==> src/rtl/inst_encoder.sv <==
// -----------------------------------------------------------------------------
// inst_encoder
//
// Purpose:
//   Inverse of the ID-stage decoder. Takes a decoded operation description
//   (aluop/alusel, operand form, register addresses, immediate) over a
//   valid/ready handshake, builds the 32-bit MIPS instruction word and queues
//   it in a small circular FIFO that feeds the instruction-injection path
//   (debug / self-test loader driving the IF/ID instruction bus).
//
// Parameters:
//   DEPTH  FIFO entries, power of two in 2..16
//   CNT_W  width of count_o, wide enough to hold DEPTH
//
// Ports:
//   clk           clock, all state changes on the rising edge
//   rst           asynchronous active-low reset
//   flush_i       synchronous FIFO clear (drops any concurrent push/pop)
//   req_valid_i   request valid
//   req_ready_o   encoder can accept a request (!full & !flush_i, low in reset)
//   aluop_i       ALU op code (shared define set)
//   alusel_i      result class: NOP / LOGIC / SHIFT
//   form_i        operand form: 0 reg-reg, 1 zext imm16, 2 lui, 3 shift amount
//   src1_i        rs address
//   src2_i        rt source address
//   dst_i         destination register address
//   imm_i         immediate, [4:0] is the shift amount in form 3
//   inst_o        head-of-FIFO instruction word (0 when empty)
//   inst_valid_o  inst_o valid
//   inst_ready_i  consumer takes inst_o
//   count_o       FIFO occupancy
//   err_o         one-cycle pulse the cycle after a rejected request
//
// Build option:
//   INST_ENC_ZERO_DST_CHECK_EN  when defined, every non-NOP request with
//                               dst_i == 0 is rejected as illegal.
// -----------------------------------------------------------------------------
module inst_encoder #(
  parameter int DEPTH = 4,
  parameter int CNT_W = 3
) (
  input  logic             clk,
  input  logic             rst,
  input  logic             flush_i,
  input  logic             req_valid_i,
  output logic             req_ready_o,
  input  logic [7:0]       aluop_i,
  input  logic [2:0]       alusel_i,
  input  logic [1:0]       form_i,
  input  logic [4:0]       src1_i,
  input  logic [4:0]       src2_i,
  input  logic [4:0]       dst_i,
  input  logic [15:0]      imm_i,
  output logic [31:0]      inst_o,
  output logic             inst_valid_o,
  input  logic             inst_ready_i,
  output logic [CNT_W-1:0] count_o,
  output logic             err_o
);

  localparam int AW = (DEPTH > 1) ? $clog2(DEPTH) : 1;

  // ALU op codes
  localparam logic [7:0] ALUOP_AND = 8'b0010_0100;
  localparam logic [7:0] ALUOP_OR  = 8'b0010_0101;
  localparam logic [7:0] ALUOP_XOR = 8'b0010_0110;
  localparam logic [7:0] ALUOP_NOR = 8'b0010_0111;
  localparam logic [7:0] ALUOP_SLL = 8'b0111_1100;
  localparam logic [7:0] ALUOP_SRL = 8'b0000_0010;
  localparam logic [7:0] ALUOP_SRA = 8'b0000_0011;

  // Result classes
  localparam logic [2:0] SEL_NOP   = 3'b000;
  localparam logic [2:0] SEL_LOGIC = 3'b001;
  localparam logic [2:0] SEL_SHIFT = 3'b100;

  // Operand forms
  localparam logic [1:0] FORM_RR  = 2'd0;
  localparam logic [1:0] FORM_IMM = 2'd1;
  localparam logic [1:0] FORM_LUI = 2'd2;
  localparam logic [1:0] FORM_SA  = 2'd3;

  // Major opcodes (I-type) and R-type function codes
  localparam logic [5:0] OP_SPECIAL = 6'b000000;
  localparam logic [5:0] OP_ANDI    = 6'b001100;
  localparam logic [5:0] OP_ORI     = 6'b001101;
  localparam logic [5:0] OP_XORI    = 6'b001110;
  localparam logic [5:0] OP_LUI     = 6'b001111;

  localparam logic [5:0] FN_AND  = 6'b100100;
  localparam logic [5:0] FN_OR   = 6'b100101;
  localparam logic [5:0] FN_XOR  = 6'b100110;
  localparam logic [5:0] FN_NOR  = 6'b100111;
  localparam logic [5:0] FN_SLLV = 6'b000100;
  localparam logic [5:0] FN_SRLV = 6'b000110;
  localparam logic [5:0] FN_SRAV = 6'b000111;
  localparam logic [5:0] FN_SLL  = 6'b000000;
  localparam logic [5:0] FN_SRL  = 6'b000010;
  localparam logic [5:0] FN_SRA  = 6'b000011;

  // R-type word: SPECIAL / rs / rt / rd / sa / funct
  function automatic logic [31:0] r_type(input logic [4:0] rs, input logic [4:0] rt,
                                         input logic [4:0] rd, input logic [4:0] sa,
                                         input logic [5:0] funct);
    r_type = {OP_SPECIAL, rs, rt, rd, sa, funct};
  endfunction

  // I-type word: op / rs / rt / imm16
  function automatic logic [31:0] i_type(input logic [5:0] op, input logic [4:0] rs,
                                         input logic [4:0] rt, input logic [15:0] imm);
    i_type = {op, rs, rt, imm};
  endfunction

  // FIFO state
  logic [31:0]      r_mem [DEPTH];
  logic [AW-1:0]    r_wr_ptr;
  logic [AW-1:0]    r_rd_ptr;
  logic [CNT_W-1:0] r_count;
  logic             r_err;

  // Encoder / handshake wires
  logic        w_enc_ok;
  logic [31:0] w_word;
  logic        w_dst_ok;
  logic        w_legal;
  logic        w_full;
  logic        w_empty;
  logic        w_accept;
  logic        w_push;
  logic        w_pop;

  // Encode the request and flag whether the aluop/alusel/form combination is listed
  always_comb begin
    w_enc_ok = 1'b0;
    w_word   = 32'h0000_0000;
    case (alusel_i)
      SEL_NOP: begin
        // The NOP class only exists in reg-reg form; its word is all zeros.
        if (form_i == FORM_RR) begin
          w_enc_ok = 1'b1;
        end else begin
          w_enc_ok = 1'b0;
        end
      end
      SEL_LOGIC: begin
        case (form_i)
          FORM_RR: begin
            w_enc_ok = 1'b1;
            case (aluop_i)
              ALUOP_AND: w_word = r_type(src1_i, src2_i, dst_i, 5'd0, FN_AND);
              ALUOP_OR:  w_word = r_type(src1_i, src2_i, dst_i, 5'd0, FN_OR);
              ALUOP_XOR: w_word = r_type(src1_i, src2_i, dst_i, 5'd0, FN_XOR);
              ALUOP_NOR: w_word = r_type(src1_i, src2_i, dst_i, 5'd0, FN_NOR);
              default:   w_enc_ok = 1'b0;
            endcase
          end
          FORM_IMM: begin
            // No NORI exists in the ISA, so NOR has no immediate form.
            w_enc_ok = 1'b1;
            case (aluop_i)
              ALUOP_AND: w_word = i_type(OP_ANDI, src1_i, dst_i, imm_i);
              ALUOP_OR:  w_word = i_type(OP_ORI,  src1_i, dst_i, imm_i);
              ALUOP_XOR: w_word = i_type(OP_XORI, src1_i, dst_i, imm_i);
              default:   w_enc_ok = 1'b0;
            endcase
          end
          FORM_LUI: begin
            // The decoder maps lui onto OR with a high immediate; rs is zero.
            if (aluop_i == ALUOP_OR) begin
              w_enc_ok = 1'b1;
              w_word   = i_type(OP_LUI, 5'd0, dst_i, imm_i);
            end else begin
              w_enc_ok = 1'b0;
            end
          end
          default: w_enc_ok = 1'b0;
        endcase
      end
      SEL_SHIFT: begin
        case (form_i)
          FORM_RR: begin
            // Variable shifts: amount comes from rs.
            w_enc_ok = 1'b1;
            case (aluop_i)
              ALUOP_SLL: w_word = r_type(src1_i, src2_i, dst_i, 5'd0, FN_SLLV);
              ALUOP_SRL: w_word = r_type(src1_i, src2_i, dst_i, 5'd0, FN_SRLV);
              ALUOP_SRA: w_word = r_type(src1_i, src2_i, dst_i, 5'd0, FN_SRAV);
              default:   w_enc_ok = 1'b0;
            endcase
          end
          FORM_SA: begin
            // Constant shifts: rs is zero, amount in the sa field.
            w_enc_ok = 1'b1;
            case (aluop_i)
              ALUOP_SLL: w_word = r_type(5'd0, src2_i, dst_i, imm_i[4:0], FN_SLL);
              ALUOP_SRL: w_word = r_type(5'd0, src2_i, dst_i, imm_i[4:0], FN_SRL);
              ALUOP_SRA: w_word = r_type(5'd0, src2_i, dst_i, imm_i[4:0], FN_SRA);
              default:   w_enc_ok = 1'b0;
            endcase
          end
          default: w_enc_ok = 1'b0;
        endcase
      end
      default: begin
        w_enc_ok = 1'b0;
        w_word   = 32'h0000_0000;
      end
    endcase
  end

`ifdef INST_ENC_ZERO_DST_CHECK_EN
  // Writing r0 is a no-op on MIPS; reject it for anything but an explicit NOP.
  assign w_dst_ok = (alusel_i == SEL_NOP) || (dst_i != 5'd0);
`else
  assign w_dst_ok = 1'b1;
`endif

  assign w_legal = w_enc_ok & w_dst_ok;

  assign w_full  = (r_count == CNT_W'(DEPTH));
  assign w_empty = (r_count == {CNT_W{1'b0}});

  // Ready is gated by rst so it drops the instant reset asserts, not at the next edge.
  assign req_ready_o = rst & ~w_full & ~flush_i;
  assign w_accept    = req_valid_i & req_ready_o;
  // An illegal request still completes its handshake but is never stored.
  assign w_push      = w_accept & w_legal;
  assign w_pop       = ~w_empty & inst_ready_i & ~flush_i;

  // FIFO storage, pointers and occupancy; flush wins over any push or pop
  always_ff @(posedge clk or negedge rst) begin
    if (!rst) begin
      for (int i = 0; i < DEPTH; i++) begin
        r_mem[i] <= 32'h0000_0000;
      end
      r_wr_ptr <= {AW{1'b0}};
      r_rd_ptr <= {AW{1'b0}};
      r_count  <= {CNT_W{1'b0}};
    end else if (flush_i) begin
      r_wr_ptr <= {AW{1'b0}};
      r_rd_ptr <= {AW{1'b0}};
      r_count  <= {CNT_W{1'b0}};
    end else begin
      if (w_push) begin
        r_mem[r_wr_ptr] <= w_word;
        // DEPTH is a power of two, so the natural pointer overflow is the wrap.
        r_wr_ptr        <= r_wr_ptr + AW'(1);
      end else begin
        r_wr_ptr <= r_wr_ptr;
      end
      if (w_pop) begin
        r_rd_ptr <= r_rd_ptr + AW'(1);
      end else begin
        r_rd_ptr <= r_rd_ptr;
      end
      case ({w_push, w_pop})
        2'b10:   r_count <= r_count + CNT_W'(1);
        2'b01:   r_count <= r_count - CNT_W'(1);
        default: r_count <= r_count;
      endcase
    end
  end

  // Rejection flag, visible the cycle after the handshake
  always_ff @(posedge clk or negedge rst) begin
    if (!rst) begin
      r_err <= 1'b0;
    end else begin
      r_err <= w_accept & ~w_legal;
    end
  end

  // All outputs come straight from state registers; there is no request-to-output path.
  assign inst_valid_o = ~w_empty;
  assign inst_o       = w_empty ? 32'h0000_0000 : r_mem[r_rd_ptr];
  assign count_o      = r_count;
  assign err_o        = r_err;

endmodule

==> config.mk <==
export PLATFORM = sky130hd
export DESIGN_NAME = inst_encoder
export DESIGN_NICKNAME = d
export VERILOG_FILES = /design/src/rtl/inst_encoder.sv
export SDC_FILE = /design/constraint.sdc
export NUM_CORES = 1
export LEC_CHECK = 0
export CORE_MARGIN = 2
export CORE_UTILIZATION = 50
export CTS_CLUSTER_DIAMETER = 40
export DETAILED_ROUTE_END_ITERATION = 7
export GPL_ROUTABILITY_DRIVEN = 0
export PLACE_DENSITY = 0.76
export SLEW_MARGIN = 20
export SYNTH_ARGS = -nofsm -noshare
export SYNTH_HDL_FRONTEND = slang
export SYNTH_SLANG_ARGS = --single-unit
==> constraint.sdc <==
create_clock -name clk -period 2.9 [get_ports clk]
set_input_delay 0.29 -clock clk [delete_from_list [all_inputs] [get_ports clk]]
set_output_delay 0.29 -clock clk [all_outputs]
set_load 0.05 [all_outputs]
==> flow_summary.json <==
{
  "grt_pass1_vias": 4943,
  "synth.top_cell.area_share_pct": 50.94,
  "ys.flop_type": "dfrtp_1",
  "final_design_area_no_fill_sq_mm": 0.007695,
  "slew_headroom_pct": 36.22,
  "mostFrequentLayoutCells": "127 x nand2_1, 123 x dfrtp_1, 74 x o21ai_1, 53 x clkdlybuf4s50_1, 52 x buf_4",
  "fill_cells": 914,
  "initial_core_util_pct": 50.92,
  "slew_viol_final": 0,
  "clock-root-buffer": "clkbuf_16",
  "clk_latency_ns": 0.42,
  "ys_types": 51,
  "dieWidth_um": 114.4,
  "min_period_ns": 2.585,
  "die_area_sq_mm": 0.01308,
  "rsz0062_at_grt": "no",
  "place_area_sq_mm": 0.007133,
  "dp_hpwl_mm": 9.645,
  "overflow": 0,
  "total_leakage_power_nw": 3.321,
  "yosys_warnings": 0,
  "setup.worst_path.end_class": "output port",
  "die_y_um": 114.4,
  "hold_violations": 0,
  "io_pins": 87,
  "drtIter0Drc": 389,
  "drt-wirelength-per-cell_um": 18.15,
  "grt_pass1_wl_mm": 24.26,
  "power_density_mw_per_mm2": 546.2,
  "power.total_w": 0.004203,
  "p_comb_share_pct": 9.1,
  "final.period_utilization_pct": 89.15,
  "switching_share_pct": 22.99,
  "h-tree-depth": 4,
  "max-cap-violations": 0,
  "ys_top_cells_by_area": "dfrtp_1 51%, mux4_2 11%, nand2_1 7.8%",
  "clock.fmax_ghz": 0.3868,
  "setup-violations-final": 0,
  "hp-class": "input port to asynchronous set/reset pin",
  "post_cts_resized": 0,
  "final_common_cell": "nand2_1",
  "ir_worst_vdd_v": 0.0002631,
  "num_rows": 40,
  "whs_ns": 0.05316,
  "final_core_util_pct": 64.33,
  "postRouteAntennaNets": 0,
  "drc_errors": 0,
  "reg2regPathDepth": 8,
  "ys_ff_latch": 124,
  "power.internal_w": 0.003237,
  "syn_inst": 574,
  "numCtsBuffers": 17,
  "drt_wl_total_mm": 14.98,
  "clk_pin_slew_ns": 0.05,
  "antenna_found_initial": 0,
  "ys_seq_area_share_pct": 50.94,
  "core_area_sq_mm": 0.01196,
  "cts_tree": "built",
  "cts_buffer_depth": 2,
  "fin_nets": 726,
  "diodes": 0,
  "routed-via-count": 4812,
  "grt_use_total_pct": 24.33,
  "grt_start_max_net_pins": 79,
  "postCtsHoldBufs": 0,
  "postSynthAreaPerCell_sq_um": 10.61,
  "layout-drive-gt1-share_pct": 19.03,
  "synth_area_sq_mm": 0.006091,
  "synth_edf_count": 0,
  "p_seq_share_pct": 42.1,
  "clock_skew_ns": 0.008517,
  "worstMarginPinSlew_ns": 0.9567,
  "first_pass_iters": 5,
  "cts.sinks": 124,
  "p_switching_w": 0.0009663,
  "arrival_ns": 2.30,
  "yosys.area.top_type": "dfrtp_1",
  "cp.required_ns": 2.61,
  "vias_per_cell": 5.833,
  "clkPwrFrac_pct": 48.8,
  "syn_to_final_growth_pct": 26.34,
  "post_cts_buffers": 0,
  "numPortBuffers": 84,
  "start_kind": "register",
  "crit_path_max_fanout": 15,
  "crit_type": "register to output port",
  "status": "finished, final reports clean",
  "ys_async_sr_fraction_pct": 100.0
}
-- registers in the layout (all words and copies together), names as in the netlist --
register,cells
r_mem,116
count_o,3
r_rd_ptr,2
r_wr_ptr,2
err_o,1
-- final timing paths --
kind                       slack [ns]               startpoint                       to
setup / recovery                 0.31  r_rd_ptr[0]$_DFFE_PN0P_                inst_o[0]
hold / removal                   0.05                      rst  r_wr_ptr[1]$_DFFE_PN0P_
setup reg to reg                 0.38   count_o[1]$_DFFE_PN0P_   count_o[2]$_DFFE_PN0P_
hold reg to reg                  0.48    r_mem[53]$_DFFE_PN0P_    r_mem[53]$_DFFE_PN0P_
max in group asynchronous        1.40                      rst  r_rd_ptr[0]$_DFFE_PN0P_
min in group clk                 0.48    r_mem[53]$_DFFE_PN0P_    r_mem[53]$_DFFE_PN0P_
-- worst max-delay path: stages, from the launching register on --
cell	delay [ns]
dfrtp_2	0.70
buf_4	0.29
mux4_2	0.53
and2_1	0.17
buf_4	0.18
-- cells in the mapped netlist, types with 3 or more instances --
cell,number
nand2b_1,3
o21ai_0,48
clkbuf_1,16
o21ai_1,74
nand2_1,127
a32oi_1,10
buf_6,11
a21oi_1,4
inv_1,7
nor4_1,3
nand3_1,5
mux4_2,29
and2_1,32
buf_2,8
nor2_1,12
dfrtp_1,124
a22oi_1,6
o21ai_2,4
ha_1,9
buf_4,4
-- layer usage --
metal	routed length (um)	GRT usage, %
met2	7761	41.47
met5	0	0
met4	381	10.73
met1	6066	29.73
met3	768	5.664
-- final cells by class --
| type | count | area (sq um) | area share (%) |
|---|---|---|---|
| Inverter | 7 | 26.28 | 0.3415 |
| Tap cell | 147 | 183.9 | 2.390 |
| Sequential cell | 124 | 3104 | 40.34 |
| Multi-Input combinational cell | 404 | 2738 | 35.58 |
| Clock buffer | 20 | 436.7 | 5.675 |
| Clock inverter | 10 | 125.1 | 1.626 |
| Timing Repair Buffer | 113 | 1081 | 14.05 |
-- per-stage QoR --
step           setup TNS (ns)  std cells  setup slack [ns]
3_3_place_gp         -0.04011        795          -0.04011
4_1_cts                     0        825            0.2812
6_report                    0        825            0.3146
5_1_grt                     0        825            0.1315
3_5_place_dp         -0.09069        795          -0.09069
2_1_floorplan               0        575            0.2052
-- kinds of logic (layout without fill, tap and decap cells) --
logic type                 Yosys count  count (layout)  synth area share (%)
DFF                                124             124                 50.95
other                                1               2               0.06157
xor gates and xnor gates             4               4                0.6986
and+or+nand+nor                    199             199                 15.14
muxes                               33              33                 11.48
AOI/OAI and AO/OA                  156             156                 14.83
buffers and inverters               47             150                 4.663
adders and majority gates           10              10                 2.178
-- power groups by stage --
stage | clock, W | sequential [W] | combinational [W]
6_report | 0.00205 | 0.00177 | 0.000384
4_1_cts | 0.00206 | 0.00177 | 0.000389
3_3_place_gp | 0 | 0.00180 | 0.000382
5_1_grt | 0.00214 | 0.00177 | 0.000416
3_5_place_dp | 0 | 0.00180 | 0.000390
2_1_floorplan | 0 | 0.00180 | 0.000185
Note: power is estimated with default switching activity, not from simulation.
